`src/rtl/dds_sweep_ctrl.sv`:
```
// dds_sweep_ctrl: steps the DDS frequency word K from start to stop, holding each value for a fixed dwell.
// Define DDS_SWEEP_TRI_EN to build the triangle (up then down) sweep; otherwise cfg_tri is ignored.
module dds_sweep_ctrl #(
   parameter int KW = 32,
   parameter int PW = 11,
   parameter int DW = 16
) (
   input  logic          clk,
   input  logic          rst,
   input  logic          cfg_valid,
   output logic          cfg_ready,
   input  logic [KW-1:0] cfg_start_k,
   input  logic [KW-1:0] cfg_stop_k,
   input  logic [KW-1:0] cfg_step_k,
   input  logic [DW-1:0] cfg_dwell,
   input  logic [PW-1:0] cfg_phase,
   input  logic          cfg_tri,
   input  logic          start,
   input  logic          abort,
   output logic [KW-1:0] K,
   output logic [PW-1:0] P,
   output logic          k_upd,
   output logic          busy,
   output logic          done
);
   typedef enum logic [2:0] {S_IDLE, S_LOAD, S_DWELL, S_STEP, S_DONE} state_t;
   state_t state, state_nxt;

   logic [KW-1:0] start_q, stop_q, step_q;
   logic [DW-1:0] dwell_q;
   logic [PW-1:0] phase_q;

   logic [DW-1:0] cnt, cnt_nxt, dw_last;
   logic [KW-1:0] k_nxt;
   logic [PW-1:0] p_nxt;
   logic          upd_nxt;
   logic [KW:0]   up_sum;
   logic          up_clamp, at_top;

   assign cfg_ready = (state == S_IDLE);
   assign busy      = (state == S_LOAD) || (state == S_DWELL) || (state == S_STEP);
   assign done      = (state == S_DONE);

   // The counter holds remaining cycles after the current one, so a dwell of 0 or 1 expires at once.
   assign dw_last  = (dwell_q == '0) ? '0 : dwell_q - DW'(1);
   assign up_sum   = {1'b0, K} + {1'b0, step_q};
   assign up_clamp = (step_q == '0) || up_sum[KW] || (up_sum >= {1'b0, stop_q});
   assign at_top   = (K >= stop_q);

`ifdef DDS_SWEEP_TRI_EN
   logic          tri_q, dir, dir_nxt;
   logic [KW:0]   dn_diff;
   logic          dn_clamp, at_bot;

   assign dn_diff  = {1'b0, K} - {1'b0, step_q};
   assign dn_clamp = (step_q == '0) || dn_diff[KW] || (dn_diff[KW-1:0] <= start_q);
   assign at_bot   = (K <= start_q);
`else
   logic unused_tri;
   assign unused_tri = cfg_tri;
`endif

   always_comb begin
      state_nxt = state;
      k_nxt     = K;
      p_nxt     = P;
      cnt_nxt   = cnt;
      upd_nxt   = 1'b0;
`ifdef DDS_SWEEP_TRI_EN
      dir_nxt   = dir;
`endif
      case (state)
         S_IDLE: if (start) state_nxt = S_LOAD;
         S_LOAD: begin
            k_nxt     = start_q;
            p_nxt     = phase_q;
            upd_nxt   = 1'b1;
            cnt_nxt   = dw_last;
            state_nxt = S_DWELL;
`ifdef DDS_SWEEP_TRI_EN
            dir_nxt   = 1'b0;
`endif
         end
         // STEP is the first cycle of a new value's dwell, so it counts exactly like DWELL.
         S_DWELL, S_STEP: begin
            if (cnt != '0) begin
               cnt_nxt   = cnt - DW'(1);
               state_nxt = S_DWELL;
            end else begin
               cnt_nxt   = dw_last;
               state_nxt = S_STEP;
               upd_nxt   = 1'b1;
`ifdef DDS_SWEEP_TRI_EN
               if (dir) begin
                  if (at_bot) begin
                     state_nxt = S_DONE;
                     upd_nxt   = 1'b0;
                  end else
                     k_nxt = dn_clamp ? start_q : dn_diff[KW-1:0];
               end else if (!at_top)
                  k_nxt = up_clamp ? stop_q : up_sum[KW-1:0];
               else if (tri_q && (start_q < stop_q)) begin
                  dir_nxt = 1'b1;
                  k_nxt   = dn_clamp ? start_q : dn_diff[KW-1:0];
               end else begin
                  state_nxt = S_DONE;
                  upd_nxt   = 1'b0;
               end
`else
               if (!at_top)
                  k_nxt = up_clamp ? stop_q : up_sum[KW-1:0];
               else begin
                  state_nxt = S_DONE;
                  upd_nxt   = 1'b0;
               end
`endif
            end
         end
         S_DONE:  state_nxt = S_IDLE;
         default: state_nxt = S_IDLE;
      endcase
      if (abort) begin
         state_nxt = S_IDLE;
         k_nxt     = '0;
         upd_nxt   = 1'b0;
      end
   end

   always_ff @(posedge clk or posedge rst) begin
      if (rst) begin
         state <= S_IDLE;
         K     <= '0;
         P     <= '0;
         k_upd <= 1'b0;
         cnt   <= '0;
`ifdef DDS_SWEEP_TRI_EN
         dir   <= 1'b0;
`endif
      end else begin
         state <= state_nxt;
         K     <= k_nxt;
         P     <= p_nxt;
         k_upd <= upd_nxt;
         cnt   <= cnt_nxt;
`ifdef DDS_SWEEP_TRI_EN
         dir   <= dir_nxt;
`endif
      end
   end

   always_ff @(posedge clk or posedge rst) begin
      if (rst) begin
         start_q <= '0;
         stop_q  <= '0;
         step_q  <= '0;
         dwell_q <= '0;
         phase_q <= '0;
`ifdef DDS_SWEEP_TRI_EN
         tri_q   <= 1'b0;
`endif
      end else if (cfg_valid && cfg_ready) begin
         start_q <= cfg_start_k;
         stop_q  <= cfg_stop_k;
         step_q  <= cfg_step_k;
         dwell_q <= cfg_dwell;
         phase_q <= cfg_phase;
`ifdef DDS_SWEEP_TRI_EN
         tri_q   <= cfg_tri;
`endif
      end
   end
endmodule

```
`config.mk`:
```
export PLATFORM = sky130hd
export DESIGN_NAME = dds_sweep_ctrl
export DESIGN_NICKNAME = d
export VERILOG_FILES = /design/src/rtl/dds_sweep_ctrl.sv
export SDC_FILE = /design/constraint.sdc
export NUM_CORES = 1
export LEC_CHECK = 0
export ABC_CLOCK_PERIOD_IN_PS = 7650
export CAP_MARGIN = 40
export CORE_MARGIN = 2
export CORE_UTILIZATION = 41
export CTS_BUF_LIST = sky130_fd_sc_hd__clkbuf_8
export CTS_CLUSTER_SIZE = 24
export DETAILED_ROUTE_END_ITERATION = 10
export PLACE_DENSITY = 0.75
export REMOVE_ABC_BUFFERS = 1
export SLEW_MARGIN = 20
export SYNTH_ARGS = -nofsm -noshare
export SYNTH_HDL_FRONTEND = slang
export SYNTH_SLANG_ARGS = --single-unit
```
`constraint.sdc`:
```
create_clock -name clk -period 7.65 [get_ports clk]
set_input_delay 1.53 -clock clk [delete_from_list [all_inputs] [get_ports clk]]
set_output_delay 1.53 -clock clk [all_outputs]
set_load 0.01 [all_outputs]
```
==> results of run 1 <==
placed cells by master, fill, tap and decap left out, types with 6 or more instances in the layout:
| cell | n |
|---|---|
| nand3_1 | 10 |
| xnor2_1 | 25 |
| nand4_1 | 15 |
| nor3_1 | 16 |
| nand2b_1 | 9 |
| nand2_1 | 79 |
| mux2_2 | 100 |
| o211ai_1 | 9 |
| a211oi_1 | 12 |
| inv_1 | 53 |
| nor2_1 | 43 |
| a21o_1 | 16 |
| nor2b_1 | 9 |
| a22oi_1 | 32 |
| a21oi_1 | 74 |
| clkbuf_8 | 17 |
| clkdlybuf4s50_1 | 174 |
| nor4_1 | 14 |
| o21ai_0 | 107 |
| ha_1 | 98 |
| xor2_1 | 14 |
| dfrtp_1 | 186 |
| buf_4 | 8 |
| o31ai_1 | 7 |
| mux2i_1 | 28 |
| or3_1 | 7 |
| o21a_1 | 6 |
registers in the layout, indices dropped and copies added, names as in the netlist:
name,cells
k_upd,1
stop_q,32
P,11
K,32
state,3
cnt,16
step_q,32
start_q,32
dwell_q,16
phase_q,11
logic make-up (layout without fill, tap and decap cells):
group                      count (synthesis)  in the layout
buffers and inverters                     94            270
AOI/OAI and AO/OA                        308            308
xor gates and xnor gates                  39             39
and+or+nand+nor                          233            233
other                                      0              2
adders and majority gates                 99             99
DFF                                      186            186
muxes                                    128            128
final timing paths:
path                                     to  cells after the start
worst min register to register         K[5]                      2
worst max register to register        K[29]                     22
min in group asynchronous       dwell_q[15]                      2
worst min-delay path                   K[5]                      2
worst max-delay path                  K[29]                     22
max in group asynchronous             K[18]                      4
layer usage:
layer	up-vias	GRT usage [%]	share of wire, %
li1	4330	-	-
met2	254	33.1	45
met5	-	0	0.18
met1	4268	27.9	46
met4	8	5.73	1.7
met3	44	6.41	7.7
metrics by stage:
step / total power [W] / utilization [%] / hold slack [ns] / instance area (um^2) / worst slack (ns)
2_1_floorplan: 0.00242 / - / 0.469 / 11000 / 1.06
3_5_place_dp: 0.00293 / 49.4 / 0.490 / 13200 / 1.97
3_3_place_gp: 0.00288 / 49.3 / 0.483 / 13200 / 2.10
4_1_cts: 0.00365 / 50.9 / 0.512 / 13600 / 1.92
6_report: 0.00364 / 51.0 / 0.511 / 13700 / 1.86
5_1_grt: 0.00390 / 51.0 / 0.530 / 13700 / 1.56
area by class of cell:
class,instances,area [um^2],share of cell area [%]
inverters,54,208,1.52
multi-input cells,807,6120,44.7
clock buffers,17,234,1.71
well taps,341,427,3.12
clock inverters,15,179,1.31
diodes,2,5.00,0.0366
repair buffers,184,1850,13.5
flip-flops and latches,186,4650,34.0
worst register-to-register path, stage by stage, from the launching register on:
cell and delay (ns):
dfrtp_1 0.42, ha_1 0.22, inv_1 0.06, fa_1 0.40, nand2b_1 0.20, a21oi_1 0.25
o2111ai_1 0.25, a2111oi_2 0.43, o21ai_1 0.29, o21ai_0 0.23, a21oi_1 0.12, xnor2_1 0.24
ha_1 0.29, and4_1 0.23, and3_1 0.20, nand3_1 0.12, nor4_1 0.07, a311o_1 0.27
a31oi_1 0.24, o21ai_4 0.22, buf_4 0.34, nor2b_1 0.22, a221o_1 0.38
report_power, final:
part	leakage, nW	switching, W	total [W]	internal (W)
sequential	2.27	0.000176	0.00135	0.00118
combinational	3.46	0.000829	0.00157	0.000743
clock	0.209	0.000408	0.000712	0.000304
==> results.sh, run 1 <==
export IMPL_finalMaxSlewViolations=0
export IMPL_cp_end_kind="register"
export IMPL_ys_types=73
export IMPL_cap_viol_max_count=0
export IMPL_skew_ns=0.0232
export IMPL_r2r_start="K[0]"
export IMPL_stdcell_count=1606
export IMPL_grt_pass1_wl_mm=47.5
export IMPL_yosys_area_share_adder_pct=11.2
export IMPL_worstPathRequired_ns=8.03
export IMPL_synth_compound_area_share_pct=17.4
export IMPL_grt_use_total_pct=20.9
export IMPL_nFillCells=2429
export IMPL_vias=8904
export IMPL_reg2reg_slack_ns=1.86
export IMPL_synth_top_family_by_area="compound AO/OA/AOI/OAI gates"
export IMPL_die_width_um=169
export IMPL_cts_resized_gates=0
export IMPL_start_util_pct=41.5
export IMPL_tightest_slew_ns=0.833
export IMPL_synth_edff_count=0
export IMPL_io_pins=176
export IMPL_coreArea_um2=26800
export IMPL_worstSetupStartpointType="register"
export IMPL_min_from="start_q[5]"
export IMPL_cts_tree="done"
export IMPL_crit_path_top_delay_cell="a2111oi_2"
export IMPL_synthTopCellsByArea="dfrtp_1 42%, ha_1 11%, mux2_2 10%, o21ai_0 4.8%, a21oi_1 3.3%"
export IMPL_cts_buffers=17
export IMPL_setup_tns_ns=0
export IMPL_report_final_setup_viol=0
export IMPL_detailed_place_hpwl_mm=21.6
export IMPL_cpPeakStageDelay_ns=0.43
export IMPL_grt_pass1_vias=9057
export IMPL_place_inst=1571
export IMPL_crit_fanout=21
export IMPL_grt_max_degree=74
export IMPL_ctsHoldBuffers=0
export IMPL_synth_ff_type="dfrtp_1"
export IMPL_worst_endpoint_arrival_ns=6.17
export IMPL_final_nets=1478
export IMPL_synth_top_area_share_pct=41.8
export IMPL_yosys_warnings=0
export IMPL_drt_pass1_iter_count=5
export IMPL_synth_avg_cell_area_um2=10.2
export IMPL_num_rows=60
export IMPL_grt_overflow=0
export IMPL_yosys_top_cells_count="186 x dfrtp_1, 107 x o21ai_0, 100 x mux2_2, 98 x ha_1, 79 x nand2_1"
export IMPL_first_iter_violations=600
export IMPL_htree_levels=4
export IMPL_post_cts_buffers=0
export IMPL_status="finished clean"
export IMPL_grt_antenna_before_repair=7
export IMPL_tritoncts_num_sinks=186
export IMPL_rsz0062_at_grt="no"
export IMPL_synthMuxAreaShare_pct=12.6
export IMPL_synth_top_area_cell="dfrtp_1"
export IMPL_leakage_nw=5.94
export IMPL_wire_per_inst_um=18.0
export IMPL_gp_congestion=0.872
export IMPL_wl_mm=29.0
export IMPL_root_buffer="clkbuf_8"
export IMPL_chipHeight_um=169
export IMPL_syn_to_final_growth_pct=22.8
export IMPL_finalCriticalPeriod_ns=5.79
export IMPL_drc=0
export IMPL_ant_nets=0
export IMPL_ys_seq_elements=186
export IMPL_netlist_area_um2=11100
export IMPL_die_area_um2=28500
export IMPL_yosysMostFrequentCell="dfrtp_1"
export IMPL_worst_ir_drop_vdd_mv=0.138
export IMPL_fin_crit_sh_pct=75.7
export IMPL_final_hold_violation_count=0
export IMPL_synth_xor_area_share_pct=3.07
export IMPL_critical_path_top_delay_family="compound AO/OA/AOI/OAI gates"
export IMPL_clk_path_buf_depth=2
export IMPL_clk_latency_ns=0.50
export IMPL_crit_type="register to register"
export IMPL_cp_cell_sequence="ha_1 -> inv_1 -> fa_1 -> nand2b_1 -> a21oi_1 -> o2111ai_1 -> a2111oi_2 -> o21ai_1 -> o21ai_0 -> a21oi_1 -> xnor2_1 -> ha_1 -> and4_1 -> and3_1 -> nand3_1 -> nor4_1 -> a311o_1 -> a31oi_1 -> o21ai_4 -> buf_4 -> nor2b_1 -> a221o_1"
export IMPL_synth_yosys_seq_area_share_pct=41.8
export IMPL_cp_startpoint="K[0]"
export IMPL_relSlewSlack_pct=44.5
export IMPL_synth_simple_area_share_pct=10.6
export IMPL_powerDensity_nw_per_um2=266
export IMPL_min_path_type="register to register"
export IMPL_clk_pin_slew_ns=0.11
export IMPL_critPathBufInv=2
export IMPL_port_buffers=174
export IMPL_drive_gt1_share_pct=12.7
export IMPL_viasPerCell=5.54
export IMPL_netlist_instances=1087
export IMPL_fmax_mhz=173
export IMPL_async_flop_share_pct=100
No activity file was read; power rests on OpenSTA's default activity.
==> inputs of run 2 (changes only) <==
- ABC_CLOCK_PERIOD_IN_PS: 7650 -> 4740
- PLACE_DENSITY: 0.75 -> 0.77
- clock period: 7.65 -> 4.74 ns (I/O delays scaled with it)
==> results.sh, run 2 (synthesis gave the netlist of run 1 again) <==
export IMPL_min_from="start_q[21]"
export IMPL_die_width_um=169
export IMPL_relSlewSlack_pct=46.9
export IMPL_min_path_type="register to register"
export IMPL_fmax_mhz=210
export IMPL_grt_pass1_vias=9571
export IMPL_io_pins=176
export IMPL_worstSetupStartpointType="register"
export IMPL_cts_buffers=17
export IMPL_whs_path_depth=2
export IMPL_skew_ns=0.0191
export IMPL_crit_fanout=6
export IMPL_vias=9353
export IMPL_r2r_end="K[25]"
export IMPL_pre_cts_slack_ns=-0.203
export IMPL_layout_setup_ws_ns=-0.0289
export IMPL_tightest_slew_ns=0.794
export IMPL_reg2reg_slack_ns=-0.03
export IMPL_grt_max_degree=73
export IMPL_grt_use_total_pct=21.8
export IMPL_final_hold_violation_count=0
export IMPL_worst_endpoint_arrival_ns=5.14
export IMPL_powerDensity_nw_per_um2=440
export IMPL_port_buffers=174
export IMPL_cpPeakStageDelay_ns=0.41
export IMPL_fin_crit_sh_pct=101
export IMPL_cts_tree="done"
export IMPL_report_final_setup_viol=12
export IMPL_start_util_pct=41.5
export IMPL_crit_type="register to register"
export IMPL_num_rows=60
export IMPL_chipHeight_um=169
export IMPL_grt_overflow=0
export IMPL_setup_tns_ns=-0.152
export IMPL_first_iter_violations=576
export IMPL_wl_mm=31.2
export IMPL_grt_pass1_wl_mm=49.5
export IMPL_final_common_cell="dfrtp_1"
export IMPL_coreArea_um2=26800
export IMPL_worst_ir_drop_vdd_mv=0.203
export IMPL_cap_viol_max_count=0
export IMPL_holdPathEnd="K[21]"
export IMPL_detailed_place_hpwl_mm=22.5
export IMPL_wire_per_inst_um=18.9
export IMPL_ff_latch_area_um2=4650
export IMPL_layout_common_cells="186 x dfrtp_1, 174 x clkdlybuf4s50_1, 100 x mux2_2, 99 x o21ai_0, 92 x ha_1"
export IMPL_crit_path_top_delay_cell="a2111oi_4"
export IMPL_power_share_clock_pct=18.1
export IMPL_gp_congestion=0.890
export IMPL_final_core_util_pct=53.5
export IMPL_critPathBufInv=3
export IMPL_htree_levels=4
export IMPL_p_seq_share_pct=34.6
export IMPL_r2r_cells=22
export IMPL_leakage_nw=6.23
export IMPL_rsz0062_at_grt="yes"
export IMPL_grt_antenna_before_repair=2
export IMPL_hold_slack_ns=0.514
export IMPL_violations="negative setup slack"
export IMPL_clk_latency_ns=0.50
export IMPL_final_nets=1525
export IMPL_multi_input_area_um2=6380
export IMPL_nFillCells=2325
export IMPL_status="finished, violations left"
export IMPL_switching_share_pct=39.7
export IMPL_finalMaxSlewViolations=0
export IMPL_critical_path_top_delay_family="compound AO/OA/AOI/OAI gates"
export IMPL_worstPathRequired_ns=5.11
export IMPL_viasPerCell=5.66
export IMPL_drt_pass1_iter_count=5
export IMPL_clk_pin_slew_ns=0.11
export IMPL_cp_cell_sequence="ha_2 -> inv_2 -> fa_2 -> nand2b_4 -> a21oi_4 -> o2111ai_4 -> a2111oi_4 -> o21ai_2 -> o21ai_1 -> a21oi_2 -> xnor2_2 -> ha_1 -> and4_4 -> and3_4 -> nand3_4 -> buf_4 -> o2111ai_1 -> a31oi_2 -> o21ai_4 -> buf_6 -> nor2_4 -> a221o_1"
export IMPL_finalCriticalPeriod_ns=4.77
export IMPL_drc=0
export IMPL_syn_to_final_growth_pct=28.9
export IMPL_ctsHoldBuffers=0
export IMPL_ant_nets=0
export IMPL_drive_gt1_share_pct=18.9
export IMPL_tritoncts_num_sinks=186
export IMPL_die_area_um2=28500
export IMPL_switchingPower_w=0.00251
export IMPL_combPwrFrac_pct=47.3
export IMPL_clk_path_buf_depth=2
export IMPL_root_buffer="clkbuf_8"
export IMPL_r2r_start="K[0]"
export IMPL_cp_end_kind="register"
export IMPL_power_internal_w=0.00381
## run 2: cell count changes in the layout (fill, tap and decap cells not counted), sizes merged
cell and delta:
buf +46, bufinv -1, clkbuf +1, clkinv +1
clkinvlp +1, diode -1, inv -1
## run 2: layout make-up
cell class                      instances  share of cell area (%)
Timing Repair Buffer                  231                    15.8
Clock inverter                         15                    1.26
Clock buffer                           17                    1.63
Sequential cell                       186                    32.4
Antenna cell                            1                  0.0174
Multi-Input combinational cell        807                    44.5
Tap cell                              341                    2.97
Inverter                               54                    1.45
## run 2: what timing repair did
item / in CTS / in global routing
pin swaps: 12 / 34
gates resized for setup: 19 / 41
gates cloned: 1 / 1
setup buffers: 3 / 9
endpoints found under the setup margin: 32 / 32
## run 2: worst max-delay path by stage
stage | from | slack (ns) | depth (start not counted) | end
finish | K[0] | -0.03 | 22 | K[25]
global route | K[0] | -0.25 | 22 | K[4]
global placement | K[0] | -0.14 | 21 | K[28]
floorplan | rst | -1.27 | 1 | K[0]
CTS | K[1] | 0.009 | 22 | K[23]
detailed placement | K[0] | -0.20 | 21 | K[28]
## run 2: per-stage QoR
stage	cells	instance area, um^2	power, W
after floorplan	1047	11000	0.00390
after global placement	1605	13500	0.00478
after detailed placement	1606	13500	0.00487
after CTS	1642	14100	0.00619
after global routing	1651	14300	0.00673
final	1652	14400	0.00632
## run 2: power by group through the flow
stage,sequential (W),combinational [W],clock [W]
floorplan,0.00217,0.00173,0
global placement,0.00219,0.00259,0
detailed placement,0.00221,0.00267,0
CTS,0.00218,0.00285,0.00116
global route,0.00223,0.00328,0.00122
finish,0.00219,0.00299,0.00114
## run 2: routing by layer
metal | wire (um) | up-vias | global-route usage, % | share of wire [%]
li1 | - | 4407 | - | -
met3 | 2220 | 54 | 6.64 | 7.1
met4 | 675 | 2 | 6.33 | 2.2
met5 | 16 | - | 0 | 0.051
met1 | 13400 | 4642 | 28.0 | 43
met2 | 14800 | 248 | 35.7 | 48
## run 2: tightest hold or removal path: stages, from the launching register on
cell and delay (ns):
dfrtp_1 0.36, a22oi_1 0.06, o21ai_0 0.07
==> RTL change 1, RTL diff (config.mk and constraints of run 1) <==
Re-encode `state_t` (5 states) as one-hot, 5 bits wide.
--- a/src/rtl/dds_sweep_ctrl.sv
+++ b/src/rtl/dds_sweep_ctrl.sv
@@ -23,7 +23,7 @@
    output logic          busy,
    output logic          done
 );
-   typedef enum logic [2:0] {S_IDLE, S_LOAD, S_DWELL, S_STEP, S_DONE} state_t;
+   typedef enum logic [4:0] {S_IDLE = 5'b00001, S_LOAD = 5'b00010, S_DWELL = 5'b00100, S_STEP = 5'b01000, S_DONE = 5'b10000} state_t;
    state_t state, state_nxt;
 
    logic [KW-1:0] start_q, stop_q, step_q;
Check against the original RTL: no difference found for any inputs over 4 cycles, from zero or initial values and one cycle with rst high; so few cycles prove little.
==> RTL change 1 against run 1 <==
Synthesized cell count is 2.5% higher. Design area increased by 3.0%. Highest routed layer unchanged. Total power decreased by 18%. Largest cell class unchanged. Area after synthesis up 3.2%. Via count rose by 3.7%. Worst setup slack improved by 0.16 ns. Routed wire length grew 4.3%. Sequential cell count up 2. Fmax rose by 2.8%.
==> RTL change 1: results (changes against run 1) <==
\begin{tabular}{lr}
\hline
Metric & Value \\
\hline
\multicolumn{2}{l}{\textbf{Placed design}} \\
DP Wirelength & 22.6 mm (+4.5\%) \\
Cell Area, Placed & 0.0136 mm\^{}2 (+3.2\%) \\
Instance count after placement with tap cells included & 1636 (+4.1\%) \\
\multicolumn{2}{l}{\textbf{Global routing}} \\
Number of global-route vias before repair & 9151 (+1.0\%) \\
\multicolumn{2}{l}{\textbf{Power and ir drop}} \\
Cell Int Power & 1.92 mW (-14\%) \\
Combinational logic power & 1.01 mW (-36\%) \\
\multicolumn{2}{l}{\textbf{Critical path}} \\
Slowest cell delay on critical path & 0.57 ns (+0.14 ns) \\
Cells on worst reg2reg path & 20 (-9.1\%) \\
Maximum fanout encountered on the critical timing path & 28 (+33\%) \\
Critical path arrival & 5.96 ns (-0.21 ns) \\
Cell with the largest stage delay on the worst path & sky130\_fd\_sc\_hd\_\_nor2\_8 \\
\multicolumn{2}{l}{\textbf{Final layout}} \\
Area growth from synthesis to layout & 22.6\% \\
Share of the final layout cell area in multi-input gates & 0.455 (+0.00741) \\
FF+latch area & 0.00471 mm\^{}2 (+1.1\%) \\
Non-Filler Instances & 1673 (+4.2\%) \\
Number of filler cells placed in the layout & 2496 (+2.8\%) \\
Number of multi-input logic gates & 828 (+2.6\%) \\
Final net count & 1508 (+2.0\%) \\
Non-clock buffer count in the final layout & 188 (+2.2\%) \\
Clk cell area share & 0.0268 (-0.00338) \\
Footprint of the multi-input gates & 0.00641 mm\^{}2 (+4.7\%) \\
\multicolumn{2}{l}{\textbf{Clock network}} \\
Clock net sink count & 188 (+1.1\%) \\
\multicolumn{2}{l}{\textbf{STA}} \\
Transition time of the tightest slew-check pin & 0.802 ns (-0.0302 ns) \\
Final WS setup & 2.02 ns (+0.160 ns) \\
\multicolumn{2}{l}{\textbf{Yosys}} \\
Top cell types by occurrence after synthesis & 187 x sky130\_fd\_sc\_hd\_\_dfrtp\_1, 124 x sky130\_fd\_sc\_hd\_\_mux2\_2, 98 x sky130\_fd\_sc\_hd\_\_ha\_1, 85 x sky130\_fd\_sc\_hd\_\_nand2\_1, 69 x sky130\_fd\_sc\_hd\_\_a21oi\_1 \\
Post-Synthesis Cells & 1114 (+2.5\%) \\
\multicolumn{2}{l}{\textbf{Status}} \\
Run status & finished clean \\
\multicolumn{2}{l}{\textbf{Detailed routing}} \\
Final routed wire length divided by cell count & 18.1 um (+0.15\%) \\
\multicolumn{2}{l}{\textbf{Min path}} \\
Startpoint of the lowest-slack hold path & phase\_q[8] \\
\hline
\end{tabular}
-- RTL change 1: changes by cell type in the layout (fill, tap and decap cells not counted), sizes merged, moves of 5 or more --
cell | run 1 | this run
a22oi | 32 | 27
mux2 | 100 | 124
and3 | 5 | 10
or3 | 8 | 3
o21ai | 110 | 79
a21oi | 74 | 69
nand2 | 80 | 85
nor2 | 44 | 50
-- RTL change 1: cell families after synthesis --
logic type	count (synthesis)	share of synthesized area
flip-flops	188	0.410
multiplexers	154	0.148
adder cells (fa/ha/maj)	99	0.108
buffers and inverters	98	0.0344
XOR/XNOR	37	0.0282
AO/OA/AOI/OAI	287	0.162
AND/OR/NAND/NOR	251	0.109
-- RTL change 1: metal layers --
metal  up-vias  global-route usage  wire (um)
met3        41              0.0525       1860
met2       255               0.355      14600
met4        10              0.0520        458
met5         -                   0         74
li1       4444                   -          -
met1      4485               0.267      13200
==> RTL change 2, RTL diff (settings of run 1) <==
Made on the original files. `DW`: 16 -> 14.
--- a/src/rtl/dds_sweep_ctrl.sv
+++ b/src/rtl/dds_sweep_ctrl.sv
@@ -3,7 +3,7 @@
 module dds_sweep_ctrl #(
    parameter int KW = 32,
    parameter int PW = 11,
-   parameter int DW = 16
+   parameter int DW = 14
 ) (
    input  logic          clk,
    input  logic          rst,
Ports: changed (resized cfg_dwell); port bits go from 176 to 174. The function was not compared with the original's and may differ.
==> RTL change 2 against run 1 <==
Sequential cell count down 4. Cell count down 0.62%. Largest cell class unchanged. Global-route usage up 0.21 points. Critical endpoint is now K[14]. Worst setup slack better by 0.10 ns. Routed wire length about the same. Design area down 1.5%. Highest routed layer unchanged. Area after synthesis down 0.76%. Largest power group unchanged. Total power down 4.2%.
==> RTL change 2: results (changes against run 1) <==
\begin{tabular}{lr}
\hline
Metric & Value \\
\hline
\multicolumn{2}{l}{\textbf{Status}} \\
Run status & finished clean \\
\multicolumn{2}{l}{\textbf{STA}} \\
Worst Skew & 0.0181 ns (-0.00514 ns) \\
Hold WS & 0.511 ns (-0.000164 ns) \\
Transition time of the tightest slew-check pin & 0.817 ns (-0.0157 ns) \\
\multicolumn{2}{l}{\textbf{Final layout}} \\
Number of filler cells placed in the layout & 2466 (+1.5\%) \\
Fraction of layout instances using a drive strength above 1 & 0.126 (-0.000585) \\
\multicolumn{2}{l}{\textbf{Critical path}} \\
Startpoint of the worst-slack reg-to-reg timing path & K[1] \\
Setup slack on the worst flop-to-flop path & 1.96 ns (+0.10 ns) \\
Maximum fanout encountered on the critical timing path & 16 (-24\%) \\
Critical path arrival & 6.03 ns (-0.14 ns) \\
Reg-to-reg endpoint & K[14] \\
Cells on worst reg2reg path & 19 (-14\%) \\
Cell with the largest stage delay on the worst path & sky130\_fd\_sc\_hd\_\_o311ai\_0 \\
\multicolumn{2}{l}{\textbf{Global routing}} \\
Met2 layer usage reported by global route & 0.361 (+0.0302) \\
Total global-route track usage & 0.211 (+0.00210) \\
Number of global-route vias before repair & 9358 (+3.3\%) \\
Met3 demand-to-capacity share in global routing & 0.0578 (-0.00624) \\
Largest net degree at the start of global routing & 80 (+8.1\%) \\
\multicolumn{2}{l}{\textbf{Clock network}} \\
Clock insertion delay at the later pin of the skew report & 0.47 ns (-0.03 ns) \\
Clock-pin transition on the worst setup and hold timing paths & 0.09 ns (-0.02 ns) \\
\multicolumn{2}{l}{\textbf{Yosys}} \\
Post-synthesis cell type count & 76 (+4.1\%) \\
Sequential area share after synthesis & 0.412 (-0.00584) \\
Largest cells by area after synthesis & sky130\_fd\_sc\_hd\_\_dfrtp\_1 41\%, sky130\_fd\_sc\_hd\_\_ha\_1 11\%, sky130\_fd\_sc\_hd\_\_mux2\_2 10\% \\
\multicolumn{2}{l}{\textbf{Power and ir drop}} \\
Net switching power & 1.33 mW (-6.2\%) \\
Peak ir drop on the vdd network & 0.153 mV (+11\%) \\
\multicolumn{2}{l}{\textbf{Detailed routing}} \\
Via/cell ratio & 5.64 (+1.7\%) \\
Final routed wire length divided by cell count & 18.1 um (+0.65\%) \\
\multicolumn{2}{l}{\textbf{Placed design}} \\
Count of input and output buffers & 172 (-1.1\%) \\
\hline
\end{tabular}
-- RTL change 2: cell types whose count changed in the layout (fill, tap and decap cells not counted), moves of 5 or more --
cell	change
sky130_fd_sc_hd__nand3_1	+6
sky130_fd_sc_hd__o21ai_1	+14
sky130_fd_sc_hd__a21o_1	+5
sky130_fd_sc_hd__mux2i_1	-5
sky130_fd_sc_hd__nand2b_1	-5
sky130_fd_sc_hd__o21ai_0	-24
sky130_fd_sc_hd__nor3_1	+19
-- RTL change 2: metrics by stage --
step / setup slack, ns / area (um^2) / cells
4_1_cts: 2.05 / 13400 / 1593
5_1_grt: 1.60 / 13500 / 1594
2_1_floorplan: 1.18 / 10800 / 1040
6_report: 1.96 / 13500 / 1596
3_3_place_gp: 2.10 / 13000 / 1559
3_5_place_dp: 2.09 / 13100 / 1561
-- RTL change 2: power groups by stage --
stage	Combinational, mW	Clock, mW	Sequential (mW)
4_1_cts	1.50	0.694	1.31
6_report	1.50	0.678	1.31
3_3_place_gp	1.45	0	1.32
2_1_floorplan	1.02	0	1.30
3_5_place_dp	1.48	0	1.33
5_1_grt	1.67	0.726	1.34
-- RTL change 2: worst max path at each step --
stage          from  endpoint  slack [ns]  cells after the start
2_1_floorplan   rst      K[0]        1.18                      1
3_3_place_gp   K[1]     K[14]        2.10                     19
3_5_place_dp   K[1]     K[14]        2.09                     19
4_1_cts        K[1]     K[14]        2.05                     19
5_1_grt        K[1]     K[14]        1.60                     19
6_report       K[1]     K[14]        1.96                     19
-- RTL change 2: cell families after synthesis --
logic type,synth area share
AO/OA/AOI/OAI,0.173
XOR/XNOR,0.0301
adder cells (fa/ha/maj),0.113
buffers and inverters,0.0392
flip-flops,0.412
multiplexers,0.121
AND/OR/NAND/NOR,0.112
-- RTL change 2: per-layer routing --
| metal | share of wire | vias up |
|---|---|---|
| li1 | - | 4324 |
| met1 | 0.43 | 4380 |
| met2 | 0.48 | 250 |
| met3 | 0.072 | 41 |
| met4 | 0.022 | 2 |
| met5 | 0.00045 | - |
-- RTL change 2: cell type report --
cell class / instances / share of cell area
diodes: 2 / 0.000372
clock buffers: 17 / 0.0174
clock inverters: 15 / 0.0122
inverters: 54 / 0.0154
multi-input cells: 804 / 0.451
flip-flops and latches: 182 / 0.338
well taps: 341 / 0.0317
repair buffers: 181 / 0.134
-- RTL change 2: tightest hold or removal path, delay by kind of cell, from the launching register on --
family         cells  cell delay [ns]
flip-flops         1             0.35
AO/OA/AOI/OAI      2             0.13
